File: config.mk
export PLATFORM = sky130hd
export DESIGN_NAME = conv_out_framer
export DESIGN_NICKNAME = d
export VERILOG_FILES = /design/src/rtl/conv_out_framer.sv
export SDC_FILE = /design/constraint.sdc
export NUM_CORES = 1
export LEC_CHECK = 0
export CAP_MARGIN = 5
export CORE_MARGIN = 1
export CORE_UTILIZATION = 50
export CTS_CLUSTER_SIZE = 14
export DETAILED_ROUTE_END_ITERATION = 10
export GPL_TIMING_DRIVEN = 0
export PLACE_DENSITY_LB_ADDON = 0.05
export SETUP_SLACK_MARGIN = 0.5
export SYNTH_ARGS = -nofsm -noshare
export SYNTH_HDL_FRONTEND = slang
export SYNTH_SLANG_ARGS = --single-unit
File: constraint.sdc
create_clock -name clk -period 2.24 [get_ports clk]
set_input_delay 0.448 -clock clk [delete_from_list [all_inputs] [get_ports clk]]
set_output_delay 0.448 -clock clk [all_outputs]
set_load 0.05 [all_outputs]
File: src/rtl/conv_out_framer.sv
// conv_out_framer: pairs each upstream pixel slot with the convolution core
// result that follows it one cycle later. Each pairing becomes one framed
// output pixel with raster coordinates, frame/row markers and a frame-done
// pulse.
//
// Stream semantics: all interfaces here are valid-only (no ready). A slot
// exists in cycle t when in_valid=1. conv_valid/conv_pix in cycle t+1 belong
// to that slot. Its framed pixel appears with out_valid=1 in cycle t+2, and
// every output field is meaningful only while out_valid=1.
module conv_out_framer #(
   parameter int WIDTH  = 256,
   parameter int HEIGHT = 256,
   parameter int BITW   = 8
) (
   input  logic            clk,
   input  logic            rst,
   input  logic            start,
   input  logic            in_valid,
   input  logic            conv_valid,
   input  logic [BITW-1:0] conv_pix,
   output logic            out_valid,
   output logic [BITW-1:0] out_pix,
   output logic [15:0]     out_col,
   output logic [15:0]     out_row,
   output logic            out_sof,
   output logic            out_eol,
   output logic            out_eof,
   output logic            busy,
   output logic            done,
   output logic [31:0]     valid_cnt,
   output logic            err,
   output logic [1:0]      fsm_state
);

   typedef enum logic [1:0] {
      S_IDLE = 2'd0,
      S_RUN  = 2'd1,
      S_DONE = 2'd2
   } state_t;

   localparam logic [31:0] NPIX     = 32'(WIDTH * HEIGHT);
   localparam logic [15:0] LAST_COL = 16'(WIDTH - 1);
   localparam logic [15:0] LAST_ROW = 16'(HEIGHT - 1);

   state_t      state, state_nxt;
   logic        arm;        // IDLE->RUN transition happens at this edge
   logic        slot_ok;    // current in_valid becomes a frame slot
   logic        bad_in;     // in_valid outside a slot window
   logic        bad_conv;   // conv_valid with no slot one cycle earlier
   logic        slot_q;     // a slot was issued last cycle; its result is on conv_*
   logic [31:0] issued;     // slots issued in the current frame
   logic [15:0] col_cnt;    // coordinates of the next pixel to emit
   logic [15:0] row_cnt;

   // Next-state logic; leaving RUN keys off the registered last-pixel emission
   always_comb begin
      state_nxt = state;
      arm       = 1'b0;
      case (state)
         S_IDLE: begin
            if (start) begin
               state_nxt = S_RUN;
               arm       = 1'b1;
            end
         end
         S_RUN: begin
            if (out_valid && out_eof) state_nxt = S_DONE;
         end
         S_DONE:  state_nxt = S_IDLE;
         default: state_nxt = S_IDLE;
      endcase
   end

   // Slot acceptance and protocol-error detection
   always_comb begin
      slot_ok  = in_valid && (state == S_RUN) && (issued < NPIX);
      bad_in   = in_valid && !slot_ok;
      bad_conv = conv_valid && !slot_q;
   end

   // FSM state register
   always_ff @(posedge clk) begin
      if (rst) state <= S_IDLE;
      else     state <= state_nxt;
   end

   // Slot pipeline and registered framed output
   always_ff @(posedge clk) begin
      if (rst) begin
         slot_q    <= 1'b0;
         out_valid <= 1'b0;
         out_pix   <= '0;
         out_col   <= '0;
         out_row   <= '0;
         out_sof   <= 1'b0;
         out_eol   <= 1'b0;
         out_eof   <= 1'b0;
      end else begin
         slot_q    <= slot_ok;
         out_valid <= slot_q;
         out_pix   <= (slot_q && conv_valid) ? conv_pix : '0;
         out_sof   <= slot_q && (col_cnt == 16'd0) && (row_cnt == 16'd0);
         out_eol   <= slot_q && (col_cnt == LAST_COL);
         out_eof   <= slot_q && (col_cnt == LAST_COL) && (row_cnt == LAST_ROW);
         if (slot_q) begin
            out_col <= col_cnt;
            out_row <= row_cnt;
         end
      end
   end

   // Frame counters: raster position, issued slots, valid count, sticky error
   always_ff @(posedge clk) begin
      if (rst) begin
         issued    <= '0;
         col_cnt   <= '0;
         row_cnt   <= '0;
         valid_cnt <= '0;
         err       <= 1'b0;
      end else if (arm) begin
         issued    <= '0;
         col_cnt   <= '0;
         row_cnt   <= '0;
         valid_cnt <= '0;
         err       <= 1'b0;
      end else begin
         if (slot_ok) issued <= issued + 32'd1;
         if (slot_q) begin
            if (col_cnt == LAST_COL) begin
               col_cnt <= '0;
               row_cnt <= row_cnt + 16'd1;
            end else begin
               col_cnt <= col_cnt + 16'd1;
            end
         end
         if (slot_q && conv_valid && (valid_cnt != 32'hFFFF_FFFF))
            valid_cnt <= valid_cnt + 32'd1;
         if (bad_in || bad_conv) err <= 1'b1;
      end
   end

   // Status outputs decoded from the state register
   always_comb begin
      busy      = (state == S_RUN);
      done      = (state == S_DONE);
      fsm_state = state;
   end

endmodule

==> impl_metrics.py, run 1 <==
metrics = {
    "floorplan": {
        "core_sq_um": 11600,
        "dieArea_sq_um": 12500,
        "num_rows": 39,
        "die_x_um": 112,
        "start_util_pct": 52.1,
        "fp.dieH_um": 112,
        "io_pins": 94,
    },
    "worst_setup_path": {
        "rr_worst_depth": 7,
        "crit_arrival_ns": 2.25,
        "ff2ff_setup_slack_ns": 0.32,
        "required_ns": 2.58,
        "reg2reg_to": "valid_cnt[5]",
        "crit_path_start_kind": "flip-flop",
        "crit_type": "flip-flop to flip-flop",
        "r2r_start": "valid_cnt[18]",
        "crit_fanout": 8,
        "end_kind": "flip-flop",
    },
    "yosys": {
        "synth_seq_cells": 144,
        "synthTopCellsByCount": "dfxtp_1, nor2_1, nand2_1",
        "yosysMostFrequentCell": "dfxtp_1",
        "synth_top_area_cell": "dfxtp_1",
        "yosysSeqAreaShare_pct": 47.9,
        "syn_area_per_cell_sq_um": 9.05,
        "synth_ff_type": "dfxtp_1",
        "async_flop_share_pct": 0,
        "synth-edff-count": 0,
        "syn_inst": 665,
        "synth_fp_nets": 684,
        "synth_cell_type_count": 54,
        "synth.area.top_cells": "dfxtp_1, nor2_1, mux2i_1, xnor2_1, nand3_1",
        "yosys_warnings": 0,
        "syn_area_sq_um": 6020,
        "synth_top_area_share_pct": 47.9,
    },
    "sta": {
        "slew_headroom_pct": 57.4,
        "finalCriticalPeriod_ns": 1.92,
        "slew_violations": 0,
        "tightest_slew_ns": 0.630,
        "skew_ns": 0.0111,
        "worst_slack_ns": 0.323,
        "setup_viol": 0,
        "fin_tns_setup_ns": 0,
        "timing.final.crit_share_pct": 85.6,
        "fmax_ghz": 0.522,
        "rsz0062_at_grt": "yes",
        "hold_viol": 0,
    },
    "power_and_ir_drop": {
        "p_seq_share_pct": 45.7,
        "p_leak_nw": 3.35,
        "power.share.switching_pct": 21.7,
        "clockPowerShare_pct": 50.6,
        "power_density_nw_per_um2": 634,
        "vdd_drop_max_v": 0.000539,
        "p_sw_mw": 1.20,
        "pwr-share-comb_pct": 3.6,
        "p_int_mw": 4.35,
    },
    "clocking": {
        "clk_pin_slew_ns": 0.06,
        "htreeDepth": 4,
        "cts_hold_buf": 0,
        "cts-root-buf": "clkbuf_16",
        "clockBufferDepth": 2,
        "clk_latency_ns": 0.42,
        "cts_buffers": 17,
        "cts_tree": "done",
        "cts.sinks": 144,
    },
    "finish": {
        "nets": 853,
        "syn_to_final_growth_pct": 45.5,
        "layout-drive-gt1-share_pct": 32.6,
        "utilization_pct": 75.7,
        "fin_cells": 990,
        "antennaDiodeCount": 0,
    },
    "global_routing": {
        "grt_pass1_vias": 5487,
        "grt_pass1_wl_um": 26600,
        "grt_antenna_before_repair": 0,
        "grt_max_degree": 17,
        "grt_usage_pct": 27.0,
        "overflow": 0,
    },
    "route": {
        "viasPerCell": 5.75,
        "dr.pass1.iters": 8,
        "postRouteAntennaNets": 0,
        "drt_wl_total_um": 17500,
        "drc_errors": 3,
        "wire_per_inst_um": 17.6,
        "vias": 5689,
        "drt-initial-drc-count": 412,
    },
    "worst_hold_path": {
        "min_path_type": "flip-flop to flip-flop",
        "min-delay-start": "fsm_state[1]",
        "min_to": "fsm_state[0]",
        "hold_depth": 1,
    },
    "placement": {
        "hpwlAfterDp_um": 10500,
        "place_inst": 901,
        "place_ws_ns": -0.423,
        "io_buffers": 93,
        "place_congestion": 0.839,
    },
    "run_status": {
        "status": "complete, but fails checks",
        "violations": "DRC",
    },
    "job": {
        "max_cap_violations": 0,
    },
}
## cell families (layout without fill, tap and decap cells)
| family | count (synthesis) | after routing | share of synthesized area, % |
|---|---|---|---|
| DFF | 144 | 144 | 47.9 |
| and+or+nand+nor | 325 | 325 | 28.5 |
| muxes | 34 | 34 | 5.65 |
| buffers and inverters | 44 | 225 | 3.10 |
| adders and majority gates | 6 | 6 | 1.25 |
| AOI/OAI and AO/OA | 61 | 62 | 6.23 |
| xor gates and xnor gates | 51 | 51 | 7.42 |
## worst max-delay path by stage
| stage | from | endpoint | slack (ns) |
|---|---|---|---|
| 2_1_floorplan | valid_cnt[26] | valid_cnt[7] | 0.42 |
| 3_3_place_gp | conv_valid | valid_cnt[10] | -0.37 |
| 3_5_place_dp | conv_valid | valid_cnt[10] | -0.42 |
| 4_1_cts | fsm_state[0] | busy | 0.27 |
| 5_1_grt | valid_cnt[18] | valid_cnt[5] | 0.28 |
| 6_report | valid_cnt[18] | valid_cnt[5] | 0.32 |
## routing by layer
| layer | GRT usage (%) | wire length (um) | vias to the layer above |
|---|---|---|---|
| met4 | 13.0 | 558 | 0 |
| met5 | 0 | 0 | - |
| li1 | - | - | 2690 |
| met3 | 7.46 | 1040 | 48 |
| met2 | 45.4 | 8530 | 228 |
| met1 | 31.8 | 7330 | 2723 |
## sequential cells by signal, summed over array words and instances (netlist names), 2 cells and up
name       cells
col_cnt       16
fsm_state      2
issued        32
out_col       16
out_pix        8
out_row       16
row_cnt       16
valid_cnt     32
## power by group through the flow
stage               Sequential, mW  Clock (mW)  Combinational (mW)
floorplan                     2.61           0              0.0923
global placement              2.60           0               0.182
detailed placement            2.60           0               0.184
CTS                           2.54        2.84               0.193
global route                  2.54        2.97               0.214
finish                        2.54        2.81               0.201
## layout by cell type (no fill, tap or decap), types with 7 or more instances in the layout
master           instances
clkdlybuf4s15_2         26
a21oi_1                 17
clkdlybuf4s15_1         24
buf_2                   12
nand3_1                 30
or3_1                    9
o21ai_0                 10
nor4_1                   9
nand4_1                 15
nor2_1                 101
buf_4                   53
and2_1                  19
inv_1                   15
nand2_1                 41
clkdlybuf4s50_1         11
and3_1                  15
and4_1                  10
dfxtp_4                 33
buf_6                    9
clkbuf_2                30
dfxtp_1                105
nor4_4                  11
a21oi_2                  7
xor2_1                  18
xnor2_1                 32
nor3_1                  14
clkbuf_1                 7
clkbuf_16               19
mux2i_1                 34
## timing repair
action | CTS | global route
pin swaps | 28 | 34
resized for setup | 229 | 125
buffers inserted | 33 | 20
gates cloned | 3 | 1
hold endpoints to repair | 0 | 0
setup endpoints to repair | 208 | 120
## layout make-up
class	count	area, sq um
fillers	778	2810
well taps	143	179
flip-flops and latches	144	3010
clock inverters	7	68.8
repair buffers	149	1250
clock buffers	25	528
plain buffers	29	206
inverters	15	56.3
multi-input cells	478	3450
## worst max-delay path, cell delays in order, from the launching register on
cell and delay [ns]:
dfxtp_4 0.35, buf_8 0.12, nand3_4 0.08, or4_4 0.56, o31ai_4 0.29, buf_6 0.19
o31ai_4 0.07, a21oi_2 0.16
## metrics by stage
stage	hold slack [ns]	instance area (sq um)	total power, mW
2_1_floorplan	0.430	6190	2.70
3_3_place_gp	0.442	7300	2.78
3_5_place_dp	0.448	7300	2.78
4_1_cts	0.473	8430	5.57
5_1_grt	0.503	8760	5.72
6_report	0.473	8760	5.55
Power figures use the tool's default switching activity.
==> inputs of run 2 (changes only) <==
--- a/config.mk
+++ b/config.mk
@@ -5,13 +5,13 @@
 export SDC_FILE = /design/constraint.sdc
 export NUM_CORES = 1
 export LEC_CHECK = 0
-export CAP_MARGIN = 5
 export CORE_MARGIN = 1
 export CORE_UTILIZATION = 50
 export CTS_CLUSTER_SIZE = 14
 export DETAILED_ROUTE_END_ITERATION = 10
 export GPL_TIMING_DRIVEN = 0
-export PLACE_DENSITY_LB_ADDON = 0.05
+export HOLD_SLACK_MARGIN = 0.12
+export PLACE_DENSITY = 0.75
 export SETUP_SLACK_MARGIN = 0.5
 export SYNTH_ARGS = -nofsm -noshare
 export SYNTH_HDL_FRONTEND = slang
==> run 2 against run 1 <==
  * Final cell count is 1.8% lower
  * Clock power is 7.5% higher
  * Global-route usage is 0.23 points higher
  * Sequential power hardly changed
  * Design area is 1.8% lower
  * First-iteration DRC count is 11% lower
  * Critical endpoint is now valid_cnt[7]
  * The flow still finishes with violations (DRC)
  * Via count is 1.1% lower
  * Largest power group unchanged
==> impl_metrics.py, run 2 (synthesis results as in run 1) <==
metrics = {
    "run_status": {
        "violations": "DRC",
        "status": "complete, but fails checks",
    },
    "floorplan": {
        "start_util_pct": 52.1,
        "dieArea_sq_um": 12500,
        "die_x_um": 112,
        "io_pins": 94,
        "num_rows": 39,
        "fp.dieH_um": 112,
        "core_sq_um": 11600,
    },
    "global_routing": {
        "grt_pass1_vias": 5385,
        "grt_usage_pct": 27.2,
        "grt_max_degree": 17,
        "grt_antenna_before_repair": 1,
        "use_met2_pct": 46.5,
        "grt_use_met3_pct": 6.59,
        "grt_pass1_wl_um": 26700,
        "met1_usage_pct": 32.0,
        "busiest_layer": "met2",
        "overflow": 0,
    },
    "sta": {
        "fmax_ghz": 0.527,
        "rsz0062_at_grt": "yes",
        "finalCriticalPeriod_ns": 1.90,
        "hold_viol": 0,
        "timing.final.crit_share_pct": 84.7,
        "skew_ns": 0.00798,
        "setup_viol": 0,
        "tightest_slew_ns": 1.00,
        "timing.hold.ws_ns": 0.471,
        "worst_slack_ns": 0.342,
        "slew_violations": 0,
        "slew_headroom_pct": 33.0,
    },
    "route": {
        "wire_per_inst_um": 17.3,
        "vias": 5628,
        "drc_errors": 16,
        "viasPerCell": 5.79,
        "dr.pass1.iters": 10,
        "postRouteAntennaNets": 0,
        "drt_wl_total_um": 16800,
        "drt-initial-drc-count": 368,
    },
    "worst_hold_path": {
        "min_path_type": "flip-flop to flip-flop",
    },
    "power_and_ir_drop": {
        "p_sw_mw": 1.20,
        "clockPowerShare_pct": 52.3,
        "p_leak_nw": 3.25,
        "power.share.switching_pct": 20.8,
        "p_total_mw": 5.76,
        "p_seq_share_pct": 44.1,
        "pwr-share-comb_pct": 3.6,
        "vdd_drop_max_v": 0.000447,
        "power_density_nw_per_um2": 670,
        "p_int_mw": 4.57,
    },
    "clocking": {
        "cts-root-buf": "clkbuf_16",
        "clk_pin_slew_ns": 0.06,
        "cts.sinks": 144,
        "htreeDepth": 4,
        "cts_buffers": 17,
        "clk_latency_ns": 0.42,
        "cts_tree": "done",
        "clockBufferDepth": 2,
    },
    "worst_setup_path": {
        "max_stage_delay_ns": 0.60,
        "crit_chain": "nand4_4, or4_4, o31ai_4, buf_6, or4_4, a21oi_2",
        "required_ns": 2.54,
        "crit_fanout": 7,
        "crit_type": "flip-flop to flip-flop",
        "slowest_stage": "or4_4",
        "crit_arrival_ns": 2.20,
        "critical_path.most_common_cell": "or4_4",
        "crit_path_start_kind": "flip-flop",
        "end_kind": "flip-flop",
    },
    "placement": {
        "hpwlAfterDp_um": 10800,
        "place_ws_ns": -0.572,
        "place_congestion": 0.834,
        "io_buffers": 93,
    },
    "finish": {
        "final_common_cell": "nor2_1",
        "nets": 834,
        "syn_to_final_growth_pct": 42.9,
        "layout-drive-gt1-share_pct": 30.9,
        "largest_registers": "issued x32, valid_cnt x32",
        "most-common-layout-cells": "nor2_1, dfxtp_1, nand2_1",
        "utilization_pct": 74.4,
    },
    "job": {
        "max_cap_violations": 0,
    },
}
run 2: area by class of cell:
| type | instances | area [sq um] |
|---|---|---|
| antenna | 1 | 2.50 |
| buffer | 29 | 220 |
| clock buffer | 24 | 523 |
| clock inverter | 8 | 120 |
| fill | 793 | 2960 |
| inverter | 15 | 56.3 |
| multi-input combinational | 477 | 3360 |
| sequential | 144 | 3020 |
| tap | 143 | 179 |
| timing repair buffer | 131 | 1120 |
run 2: what timing repair did:
item | 4_1_cts | 5_1_grt
buffers inserted | 17 | 19
gates cloned | 1 | 1
pin swaps | 19 | 28
gates resized for setup | 227 | 111
setup endpoints to repair | 207 | 110
hold buffers | 0 | 0
endpoints found under the hold margin | 0 | 0
run 2: path summary, 6_finish.rpt:
path | startpoint | endpoint | slack (ns) | depth (start not counted)
worst max-delay path | valid_cnt[19] | valid_cnt[7] | 0.34 | 6
worst min-delay path | fsm_state[1] | fsm_state[0] | 0.47 | 1
worst max register to register | valid_cnt[19] | valid_cnt[7] | 0.34 | 6
worst min register to register | fsm_state[1] | fsm_state[0] | 0.47 | 1
run 2: per-layer routing:
metal  vias up  wire [um]
li1       2641          -
met1      2703       6890
met2       232       8320
met3        52       1090
met4         0        507
met5         -          0
run 2: critical path: cells and delay by family, from the launching register on:
family | cells | cell delay (ns)
simple gates | 3 | 0.88
flops | 1 | 0.37
compound gates | 2 | 0.33
buf+inv | 1 | 0.19
run 2: power by group through the flow:
stage / clock, mW / sequential [mW] / combinational (mW)
finish: 3.02 / 2.54 / 0.208
global route: 3.18 / 2.54 / 0.221
CTS: 3.05 / 2.54 / 0.193
detailed placement: 0 / 2.60 / 0.185
global placement: 0 / 2.60 / 0.183
floorplan: 0 / 2.61 / 0.0923
run 2: per-stage QoR:
stage / cell area, sq um / setup TNS [ns] / cells
after floorplan: 6190 / 0 / 665
after global placement: 7300 / -10.71 / 901
after detailed placement: 7300 / -11.57 / 901
after CTS: 8280 / 0 / 951
after global routing: 8600 / 0 / 971
final: 8610 / 0 / 972
